**src/rtl/rosc_meas_ctrl.sv**
```systemverilog
// rosc_meas_ctrl: ring-oscillator measurement controller.
// Enables the ring, lets it settle for SETTLE_CYC cycles, then counts
// synchronized rising edges of ROSC_IN over WINDOW system-clock cycles.
// The result is published on COUNT/OVF together with a one-cycle DONE.
//
// Handshake: START is a single-cycle request, accepted only when BUSY=0
// (IDLE); it is dropped, not queued, otherwise. DONE marks the cycle in
// which COUNT/OVF first show the new result; they hold until the next DONE.
//
// Build option: define ROSC_MEAS_SYNC3_EN for a 3-flop ROSC_IN synchronizer
// (one extra cycle of edge latency; state sequencing is unchanged).
module rosc_meas_ctrl #(
    parameter int WIN_W      = 16,
    parameter int CNT_W      = 20,
    parameter int SETTLE_CYC = 8
) (
    input  logic             CLK,
    input  logic             RSTN,
    input  logic             START,
    input  logic [WIN_W-1:0] WINDOW,
    input  logic             ROSC_IN,
    output logic             ROSC_EN,
    output logic             BUSY,
    output logic             DONE,
    output logic [CNT_W-1:0] COUNT,
    output logic             OVF,
    output logic [1:0]       state_dbg
);

`ifdef ROSC_MEAS_SYNC3_EN
    localparam int SYNC_N = 3;
`else
    localparam int SYNC_N = 2;
`endif

    // One down-counter serves both the settle and the gate phase.
    localparam int SET_W = $clog2(SETTLE_CYC + 1);
    localparam int CYC_W = (WIN_W > SET_W) ? WIN_W : SET_W;
    localparam logic [CYC_W-1:0] SETTLE_LAST = CYC_W'(SETTLE_CYC - 1);

    typedef enum logic [1:0] {
        ST_IDLE   = 2'd0,
        ST_SETTLE = 2'd1,
        ST_GATE   = 2'd2,
        ST_FINISH = 2'd3
    } state_t;

    state_t            state_q;
    state_t            state_nxt;
    logic [WIN_W-1:0]  win_q;
    logic [CYC_W-1:0]  cyc_q;
    logic              cyc_load;
    logic [CYC_W-1:0]  cyc_load_val;
    logic [SYNC_N-1:0] sync_q;
    logic              sync_prev_q;
    logic              edge_pulse;
    logic [CNT_W-1:0]  acc_q;
    logic [CNT_W-1:0]  acc_nxt;
    logic              ovf_flag_q;
    logic              ovf_flag_nxt;
    logic              rosc_en_q;
    logic [CNT_W-1:0]  count_q;
    logic              ovf_q;
    logic              start_ok;

    assign start_ok = (state_q == ST_IDLE) && START;

    // State register.
    always_ff @(posedge CLK or negedge RSTN) begin
        if (!RSTN) begin
            state_q <= ST_IDLE;
        end else begin
            state_q <= state_nxt;
        end
    end

    // Next-state logic and phase-counter reload requests.
    always_comb begin
        state_nxt    = state_q;
        cyc_load     = 1'b0;
        cyc_load_val = '0;
        case (state_q)
            ST_IDLE: begin
                if (START) begin
                    if (WINDOW == '0) begin
                        state_nxt = ST_FINISH;
                    end else begin
                        state_nxt    = ST_SETTLE;
                        cyc_load     = 1'b1;
                        cyc_load_val = SETTLE_LAST;
                    end
                end
            end
            ST_SETTLE: begin
                if (cyc_q == '0) begin
                    state_nxt    = ST_GATE;
                    cyc_load     = 1'b1;
                    cyc_load_val = CYC_W'(win_q) - CYC_W'(1);
                end
            end
            ST_GATE: begin
                if (cyc_q == '0) begin
                    state_nxt = ST_FINISH;
                end
            end
            ST_FINISH: begin
                state_nxt = ST_IDLE;
            end
            default: begin
                state_nxt = ST_IDLE;
            end
        endcase
    end

    // Window capture at START acceptance.
    always_ff @(posedge CLK or negedge RSTN) begin
        if (!RSTN) begin
            win_q <= '0;
        end else if (start_ok) begin
            win_q <= WINDOW;
        end
    end

    // Phase down-counter: counts the remaining cycles of SETTLE or GATE.
    always_ff @(posedge CLK or negedge RSTN) begin
        if (!RSTN) begin
            cyc_q <= '0;
        end else if (cyc_load) begin
            cyc_q <= cyc_load_val;
        end else if (cyc_q != '0) begin
            cyc_q <= cyc_q - CYC_W'(1);
        end
    end

    // ROSC_IN synchronizer chain plus the delayed copy for edge detection.
    always_ff @(posedge CLK or negedge RSTN) begin
        if (!RSTN) begin
            sync_q      <= '0;
            sync_prev_q <= 1'b0;
        end else begin
            sync_q      <= {sync_q[SYNC_N-2:0], ROSC_IN};
            sync_prev_q <= sync_q[SYNC_N-1];
        end
    end

    assign edge_pulse = sync_q[SYNC_N-1] & ~sync_prev_q;

    // Saturating accumulator update; only GATE edges count.
    always_comb begin
        acc_nxt      = acc_q;
        ovf_flag_nxt = ovf_flag_q;
        if ((state_q == ST_GATE) && edge_pulse) begin
            if (&acc_q) begin
                ovf_flag_nxt = 1'b1;
            end else begin
                acc_nxt = acc_q + CNT_W'(1);
            end
        end
    end

    // Accumulator and overflow flag, cleared when a run is accepted.
    always_ff @(posedge CLK or negedge RSTN) begin
        if (!RSTN) begin
            acc_q      <= '0;
            ovf_flag_q <= 1'b0;
        end else if (start_ok) begin
            acc_q      <= '0;
            ovf_flag_q <= 1'b0;
        end else begin
            acc_q      <= acc_nxt;
            ovf_flag_q <= ovf_flag_nxt;
        end
    end

    // Result registers load on entry to FINISH so they are valid with DONE;
    // the last GATE cycle's increment is folded in via acc_nxt.
    always_ff @(posedge CLK or negedge RSTN) begin
        if (!RSTN) begin
            count_q <= '0;
            ovf_q   <= 1'b0;
        end else if ((state_nxt == ST_FINISH) && (state_q != ST_FINISH)) begin
            if (state_q == ST_IDLE) begin
                count_q <= '0;
                ovf_q   <= 1'b0;
            end else begin
                count_q <= acc_nxt;
                ovf_q   <= ovf_flag_nxt;
            end
        end
    end

    // Registered ring enable, high whenever the next state runs the ring.
    always_ff @(posedge CLK or negedge RSTN) begin
        if (!RSTN) begin
            rosc_en_q <= 1'b0;
        end else begin
            rosc_en_q <= (state_nxt == ST_SETTLE) || (state_nxt == ST_GATE);
        end
    end

    assign ROSC_EN   = rosc_en_q;
    assign BUSY      = (state_q != ST_IDLE);
    assign DONE      = (state_q == ST_FINISH);
    assign COUNT     = count_q;
    assign OVF       = ovf_q;
    assign state_dbg = state_q;

endmodule

```
**config.mk**
```make
export PLATFORM = sky130hd
export DESIGN_NAME = rosc_meas_ctrl
export DESIGN_NICKNAME = d
export VERILOG_FILES = /design/src/rtl/rosc_meas_ctrl.sv
export SDC_FILE = /design/constraint.sdc
export NUM_CORES = 1
export LEC_CHECK = 0
export CAP_MARGIN = 10
export CORE_ASPECT_RATIO = 1.75
export CORE_UTILIZATION = 60
export CTS_CLUSTER_DIAMETER = 150
export DETAILED_ROUTE_END_ITERATION = 8
export PLACE_DENSITY = 0.9
export SETUP_SLACK_MARGIN = 0.2
export SYNTH_ARGS = -nofsm -noshare
export SYNTH_HDL_FRONTEND = slang
export SYNTH_SLANG_ARGS = --single-unit
export TNS_END_PERCENT = 100
```
**constraint.sdc**
```tcl
create_clock -name CLK -period 5.4 [get_ports CLK]
set_clock_uncertainty 0.15 [all_clocks]
set_input_delay 0.54 -clock CLK [delete_from_list [all_inputs] [get_ports CLK]]
set_output_delay 0.54 -clock CLK [all_outputs]
set_load 0.01 [all_outputs]
```
---- Yosys cells after proc, flatten, opt, wreduce, memory -nomap -nowiden ----
Index checks and enable logic that the tools add are counted.
operators by class
  multiplexer cells ....................... 23
  $lt $le $gt $ge ......................... 0
  reduce and logical (&&, ||, !) cells .... 11
  div/mod/pow operators ................... 0
  bitwise logic cells ..................... 2
  equal/unequal tests ..................... 7
  $mul .................................... 0
  shift operators ......................... 0
  add/subtract/negate cells ............... 3
operator list
  cell                                                                   number
  20-bit two-way mux                                                     4
  16-bit two-way mux                                                     3
  16-bit logical NOT                                                     2
  16-bit case mux with 2 select lines                                    1
  16-bit by 1-bit subtractor with 16-bit output, second input constant   2
  20-bit by 1-bit adder with 20-bit output, second input constant        1
  20-bit AND reduction                                                   1
  16-bit nonzero test                                                    1
  2-bit equality test, second input constant                             4
  2-bit two-way mux                                                      4
  2-bit case mux with 4 select lines                                     1
  1-bit two-way mux                                                      7
  3-bit two-way mux                                                      2
  2-bit by 1-bit equality test with 1-bit output, second input constant  2
  2-bit nonzero test                                                     2
  1-bit logical AND                                                      3
  2-bit logical NOT                                                      1
  2-bit != test, second input constant                                   1
  1-bit case mux with 2 select lines                                     1
  1-bit bitwise AND                                                      1
  1-bit logical OR                                                       1
  1-bit inverter                                                         1
word-level totals
  bits in latches ......................... 0
  memories kept ........................... 0
  ROM bits ................................ 0
  bits in writable memories ............... 0
  input bits .............................. 20
  register bits after elaboration ......... 80

---- Longest topological paths before layout ----
Gate-level depths: netlist of run 1.
  depth after elaboration ................. 6
  mapped depth ............................ 12
  gate-level depth less buffers ........... 10

---- Worst setup path before layout of run 1 ----
Ideal clock, no wire load.
  kind .................................... register -> register
  start point ............................. register cyc_q[4]
  end point ............................... register count_q[0], in the netlist COUNT[0]
  setup time .............................. 0.096 ns
  stages on the path, launching flop included .. 12
  data required time ...................... 5.154 ns
  period minus slack after synthesis ...... 2.721 ns
  slack ................................... 2.679 ns
  buffers on the path ..................... 2
  arrival time ............................ 2.475 ns
  cells stage by stage .................... dfrtp_1 -> or4_4 -> nor3_1 -> and3_1 -> buf_2 -> nand2_2 -> o211a_1 -> ha_1 -> nand2_1 -> clkbuf_1 -> nand2_1 -> o31ai_1
between the ends
  longest elaborated chain between the ends .. 5
  elaborated cells between the ends (all ways) .. 6
  those cells by class .................... eq/ne (1); mux (3); reduce/logical (2)
RTL lines
  element                               line     source
  start, declared                       51       logic [CYC_W-1:0] cyc_q;
  start signal, assigned                129      cyc_q <= cyc_load_val;
  start signal, assigned                131      cyc_q <= cyc_q - CYC_W'(1);
  16-bit logical NOT *                  95, 102
  2-bit two-way mux (on tied branches)  102, 95
  2-bit case mux with 4 select lines *  82       case (state_q)
  named net state_nxt[0]                49       state_t state_nxt;
  2-bit equality test *                 181      end else if ((state_nxt == ST_FINISH) && (state_q != ST_FINISH)) begin
  1-bit logical AND *                   181
  end signal, assigned                  186      count_q <= acc_nxt;
  end, declared                         62       logic [CNT_W-1:0] count_q;
The timed path passes the listed nets; every way through them passes the cells marked *.
A chain may end at the register's enable or synchronous reset.

---- Worst setup path after layout of run 1 ----
Same ends and word-level chain as after synthesis.

==> summary.txt, run 1 <==
Status
  • Result of the run: complete, no violations

Worst setup path
  • CP bufs+invs: 0
  • Setup crit end kind: register
  • Number of cells traversed by the worst register-to-register path: 8
  • Origin of the critical flop-to-flop path: cyc_q[4]
  • Worst endpoint data arrival time: 3.51 ns
  • Slack of the worst reg-to-reg path: 1.99 ns
  • Reg-to-reg critical path endpoint: COUNT[0]
  • CP max-delay cell: or4_4
  • Slowest stage delay, CP: 0.61 ns
  • Data required time at the worst endpoint: 5.50 ns
  • Startpoint of the most critical setup path: cyc_q[4]
  • Chain of cells forming the critical path: or4_4 > nor3_1 > and3_1 > nand2_2 > o22ai_1 > ha_1 > nand2_1 > o31ai_1
  • Highest fanout seen on the critical path: 27
  • Critical setup path kind: reg2reg
  • Sort of element at the start of the critical path: register
  • Crit-path leading delay family: simple AND/OR/NAND/NOR gates

Clocking
  • Number of buffers inserted to repair setup after CTS: 0
  • CTS tree: built
  • TritonCTS buffer count: 9
  • Clock insertion delay at the later pin of the skew report: 0.36 ns
  • Number of H-tree branching levels: 3
  • Post-CTS Resized: 0
  • Total number of clock tree sinks: 80
  • Cell chosen for the clock root: clkbuf_8
  • Clock-pin transition on the worst setup and hold timing paths: 0.08 ns
  • Quantity of hold-fixing buffers added after cts: 0
  • CTS max path bufs: 2

Yosys
  • Post-synthesis average cell area: 10.2 sq um
  • Count of flip-flops with a built-in enable after synthesis: 0
  • Number of synthesized register bits: 80
  • Net Count, Synth: 413
  • Sequential-to-total area share from yosys stat: 0.505
  • Ys async rst share: 1.00
  • Most used flip-flop cell after synthesis: dfrtp_1
  • Top cell type by total area after synthesis: dfrtp_1
  • Post-synthesis instance total: 388
  • Synth area leaders: dfrtp_1 (51%), xnor2_1 (6.4%), mux2_2 (4.3%), nor2_1 (3.8%), nand2_1 (3.5%)
  • Synth warnings: 0
  • Count of distinct cell types in the synthesized netlist: 53
  • Post-Synthesis Cell Area: 0.00396 sq mm
  • Top cell type's share of synthesized area: 0.505

Floorplan
  • Core Area: 0.00628 sq mm
  • Die outline width: 63.4 um
  • Top-level I/O count: 46
  • Area of the die: 0.00695 sq mm
  • Number of rows created at floorplan: 38
  • Initial core utilization: 0.632
  • Die outline height: 110 um

Detailed routing
  • Post-route DRC violation count: 0
  • Detail-routed via count per cell: 6.21
  • Routed WL: 9420 um
  • Number of DRC violations after detailed-routing iteration 0: 210
  • Routed length per placed instance: 18.2 um
  • First-pass DRT Iterations: 4
  • Post-DRT Antenna Nets: 0
  • Detailed-route via count: 3,209

Placed design
  • Post-DP HPWL: 6580 um
  • Global placement routability congestion: 0.896
  • Input/output buffers: 45

Finish
  • ANT cells: 0
  • Area Growth Syn to Fin: 17.8%
  • Most common library cell in the layout ignoring fill and taps: dfrtp_1
  • Fraction of layout instances using a drive strength above 1: 0.103
  • Layout filler cell count: 454
  • # nets final: 457
  • Register area: 0.00200 sq mm
  • Most used cells in the layout excluding fill and tap cells: dfrtp_1 (80), clkdlybuf4s50_1 (44), nor2_1 (39), nand2_1 (37), xnor2_1 (29)
  • Total area of multi-input combinational cells: 0.00186 sq mm

Power
  • Switching component of the power: 0.355 mW
  • Peak supply drop: 304 uV
  • Total power: 1.31 mW
  • Power per Cell Area: 281 mW/mm^2
  • Switching Share: 0.271
  • Internal power consumption: 0.956 mW
  • Clk pwr share: 0.339
  • Portion of total power attributed to combinational logic: 0.125
  • Sequential share of power: 0.535
  • Leakage: 1.87 nW

STA
  • Final setup vio count: 0
  • Max-slew violation count: 0
  • Pin slew with the least headroom to its limit: 0.973 ns
  • RSZ-0062 raised after global routing: false
  • Final hold violation count: 0
  • Total negative setup slack: 0 ns
  • Part of the cycle the worst path needs: 0.632
  • Final worst path period need: 3.41 ns
  • Max Fclk: 293 MHz
  • Max-Slew Margin vs Limit: 0.352

Global routing
  • Met2 GRT Util: 0.530
  • All-Layer GR Usage: 0.297
  • Number of antenna violations at the first check in global routing: 0
  • Maximum number of pins on one net before global-route repair: 81
  • Wire length of the first global-routing pass: 15,400 um
  • Busiest metal layer after global routing: met2
  • Met1 usage in global routing: 0.315
  • Global routing usage on met3: 0.0508
  • Vias in the first global route: 3,298
  • Global route total overflow: 0

Job
  • Max-capacitance violation count: 0

Worst hold path
  • Type of the tightest min-delay check: in2async
-- power groups by stage --
stage	clock (mW)	sequential [mW]	combinational, mW
final	0.445	0.701	0.164
after global routing	0.478	0.707	0.179
after CTS	0.453	0.697	0.163
after detailed placement	0	0.709	0.160
after global placement	0	0.704	0.153
after floorplan	0	0.696	0.107
-- state kept, by name, indices dropped and copies added (netlist names) --
| register | flops |
|---|---|
| COUNT | 20 |
| acc_q | 20 |
| cyc_q | 16 |
| win_q | 16 |
| state_dbg | 2 |
| sync_q | 2 |
| OVF | 1 |
| ROSC_EN | 1 |
| ovf_flag_q | 1 |
| sync_prev_q | 1 |
-- per-stage QoR --
stage	area [sq um]	worst slack (ns)	hold slack (ns)	util	cells
floorplan	3960	2.68	0.0944	-	388
global placement	4470	2.05	0.183	0.712	501
detailed placement	4470	1.93	0.189	0.712	501
CTS	4670	2.03	0.206	0.744	517
global route	4670	1.80	0.209	0.744	517
finish	4670	1.99	0.167	0.744	517
-- kinds of logic (layout without fill, tap and decap cells) --
| kind of cell | after synthesis | after routing | synth area share |
|---|---|---|---|
| AOI/OAI and AO/OA | 63 | 63 | 0.104 |
| xor gates and xnor gates | 40 | 40 | 0.0884 |
| adders and majority gates | 5 | 5 | 0.0158 |
| buffers and inverters | 25 | 74 | 0.0265 |
| DFF | 80 | 80 | 0.505 |
| muxes | 17 | 17 | 0.0477 |
| and+or+nand+nor | 158 | 158 | 0.212 |
-- cell type report --
| type | count | share of cell area |
|---|---|---|
| Tap cell | 80 | 0.0214 |
| Sequential cell | 80 | 0.429 |
| Multi-Input combinational cell | 283 | 0.398 |
| Inverter | 10 | 0.00804 |
| Timing Repair Buffer | 48 | 0.101 |
| Clock inverter | 3 | 0.00858 |
| Clock buffer | 13 | 0.0340 |
-- routing by layer --
metal  part of all wire  vias to the layer above
met2               0.55                       94
met4              0.040                        0
met3              0.037                       32
met1               0.37                     1611
met5                  0                        -
li1                   -                     1472
-- worst max path at each step --
| stage | endpoint | slack (ns) | cells past startpoint |
|---|---|---|---|
| 2_1_floorplan | COUNT[0] | 2.68 | 11 |
| 4_1_cts | COUNT[6] | 2.03 | 8 |
| 5_1_grt | COUNT[6] | 1.80 | 8 |
| 3_5_place_dp | COUNT[14] | 1.93 | 9 |
| 6_report | COUNT[0] | 1.99 | 8 |
| 3_3_place_gp | COUNT[16] | 2.05 | 9 |
-- cells in the mapped netlist, types with 3 or more instances --
library cell and instances:
nor2_1 40, inv_1 10, and4_1 3, nor3_1 14, o31ai_1 7, xor2_1 11, buf_2 6, nor3_2 3
and3_1 4, xnor2_1 29, dfrtp_1 80, o22ai_1 10, nand2_1 37, a211oi_1 6, nand4_1 9, ha_1 5
nor4_1 11, nand3_1 17, nor2b_1 3, mux2_2 15, a21oi_1 8, o21ai_0 17, clkbuf_1 6
Note: power is estimated with default switching activity, not from simulation.
==> run 2: changes to the inputs <==
CORE_UTILIZATION = 56   (was 60)
PLACE_DENSITY = 0.85   (was 0.9)
clock period = 3.53 ns   (was 5.4 ns; I/O delays follow)
==> summary.txt, run 2 (synthesis results as in run 1) <==
Detailed routing
  • Routed length per placed instance: 18.1 um
  • First-pass DRT Iterations: 4
  • Wire length on met1: 3350 um
  • Number of DRC violations after detailed-routing iteration 0: 167
  • Post-DRT Antenna Nets: 0
  • Detail Route met2 WL: 5340 um
  • Detailed-route via count: 3,165
  • Metal3 WL: 331 um
  • Post-route DRC violation count: 0
  • Highest metal used: met4
  • Routed WL: 9440 um
  • Detail-routed via count per cell: 6.05

STA
  • RSZ-0062 raised after global routing: false
  • Final worst path period need: 3.08 ns
  • Max Fclk: 324 MHz
  • Final setup vio count: 0
  • Pin slew with the least headroom to its limit: 0.978 ns
  • Final hold violation count: 0
  • Part of the cycle the worst path needs: 0.873
  • Max-slew violation count: 0
  • Max-Slew Margin vs Limit: 0.348
  • Total negative setup slack: 0 ns

Worst setup path
  • CP max-delay cell: or4_4
  • Slowest stage delay, CP: 0.60 ns
  • Critical setup path kind: reg2reg
  • Origin of the critical flop-to-flop path: cyc_q[4]
  • Sort of element at the start of the critical path: register
  • Slack of the worst reg-to-reg path: 0.45 ns
  • Chain of cells forming the critical path: or4_4 > nor3_1 > and3_1 > nand2_2 > o22ai_1 > ha_1 > nand3_2 > o31ai_1
  • Worst endpoint data arrival time: 3.16 ns
  • Setup crit end kind: register
  • Reg-to-reg critical path endpoint: COUNT[9]
  • Number of cells traversed by the worst register-to-register path: 8
  • Data required time at the worst endpoint: 3.61 ns
  • Highest fanout seen on the critical path: 15

Floorplan
  • Area of the die: 0.00743 sq mm
  • Number of rows created at floorplan: 40
  • Top-level I/O count: 46
  • Core Area: 0.00686 sq mm
  • Die outline height: 113 um
  • Initial core utilization: 0.578
  • Die outline width: 65.6 um

Power
  • Leakage: 1.92 nW
  • Power per Cell Area: 457 mW/mm^2
  • Total power: 2.19 mW
  • Peak supply drop: 493 uV

Global routing
  • Number of antenna violations at the first check in global routing: 0
  • Maximum number of pins on one net before global-route repair: 81
  • All-Layer GR Usage: 0.285
  • Wire length of the first global-routing pass: 15,500 um
  • Global route total overflow: 0
  • Vias in the first global route: 3,212

Clocking
  • Cell chosen for the clock root: clkbuf_16
  • Number of buffers inserted to repair setup after CTS: 0
  • Clock insertion delay at the later pin of the skew report: 0.33 ns
  • CTS tree: built
  • Clock-pin transition on the worst setup and hold timing paths: 0.06 ns
  • Total number of clock tree sinks: 80
  • Post-CTS Resized: 0
  • Quantity of hold-fixing buffers added after cts: 0
  • Number of H-tree branching levels: 3
  • TritonCTS buffer count: 9
  • CTS max path bufs: 2

Finish
  • Layout filler cell count: 502
  • # nets final: 459
  • Total area of multi-input combinational cells: 0.00186 sq mm
  • ANT cells: 0
  • Register area: 0.00200 sq mm
  • Most used cells in the layout excluding fill and tap cells: dfrtp_1 (80), clkdlybuf4s50_1 (44), nor2_1 (39), nand2_1 (37), xnor2_1 (29)
  • Fraction of layout instances using a drive strength above 1: 0.112
  • Most common library cell in the layout ignoring fill and taps: dfrtp_1
  • Area Growth Syn to Fin: 20.6%

Placed design
  • Input/output buffers: 45
  • Global placement routability congestion: 0.923
  • Post-DP HPWL: 6780 um

Worst hold path
  • Type of the tightest min-delay check: in2async

Status
  • Result of the run: complete, no violations

Job
  • Max-capacitance violation count: 0
## run 2: through the flow
| step | instance area (sq um) | worst slack (ns) | std cells | hold WS, ns | util |
|---|---|---|---|---|---|
| after floorplan | 3960 | 0.809 | 388 | -0.0926 | - |
| after global placement | 4490 | 0.469 | 507 | 0.203 | 0.655 |
| after detailed placement | 4490 | 0.300 | 507 | 0.186 | 0.655 |
| after CTS | 4770 | 0.248 | 523 | 0.0665 | 0.696 |
| after global routing | 4780 | 0.239 | 523 | 0.0961 | 0.697 |
| final | 4780 | 0.448 | 523 | 0.0303 | 0.697 |
## run 2: how the worst max path moves through the flow
stage	startpoint	end	slack (ns)
finish	cyc_q[4]	COUNT[9]	0.45
global route	cyc_q[4]	COUNT[9]	0.24
CTS	cyc_q[4]	COUNT[9]	0.25
detailed placement	cyc_q[4]	COUNT[9]	0.30
global placement	WINDOW[0]	COUNT[9]	0.47
floorplan	cyc_q[4]	COUNT[0]	0.81
## run 2: area by class of cell
class / instances / area share
inverter: 10 / 0.00785
tap: 84 / 0.0220
clock inverter: 3 / 0.00314
multi-input combinational: 283 / 0.390
sequential: 80 / 0.419
clock buffer: 13 / 0.0565
timing repair buffer: 50 / 0.102
## run 2: worst max-delay path: cells and delay by family, from the launching register on
kind	cells	cell delay [ns]
AOI/OAI and AO/OA	2	0.57
adders and majority gates	1	0.23
DFF	1	0.42
and+or+nand+nor	5	1.60
## run 2: where the power goes
group,switching (mW),internal (mW),leakage (nW)
registers,0.0827,0.988,0.964
logic,0.136,0.111,0.815
clock network,0.338,0.530,0.145
total,0.557,1.63,1.92
## run 2: per-layer routing
layer / vias up / track usage
li1: 1485 / -
met1: 1561 / 0.301
met2: 89 / 0.504
met3: 30 / 0.0544
met4: 0 / 0.174
met5: - / 0
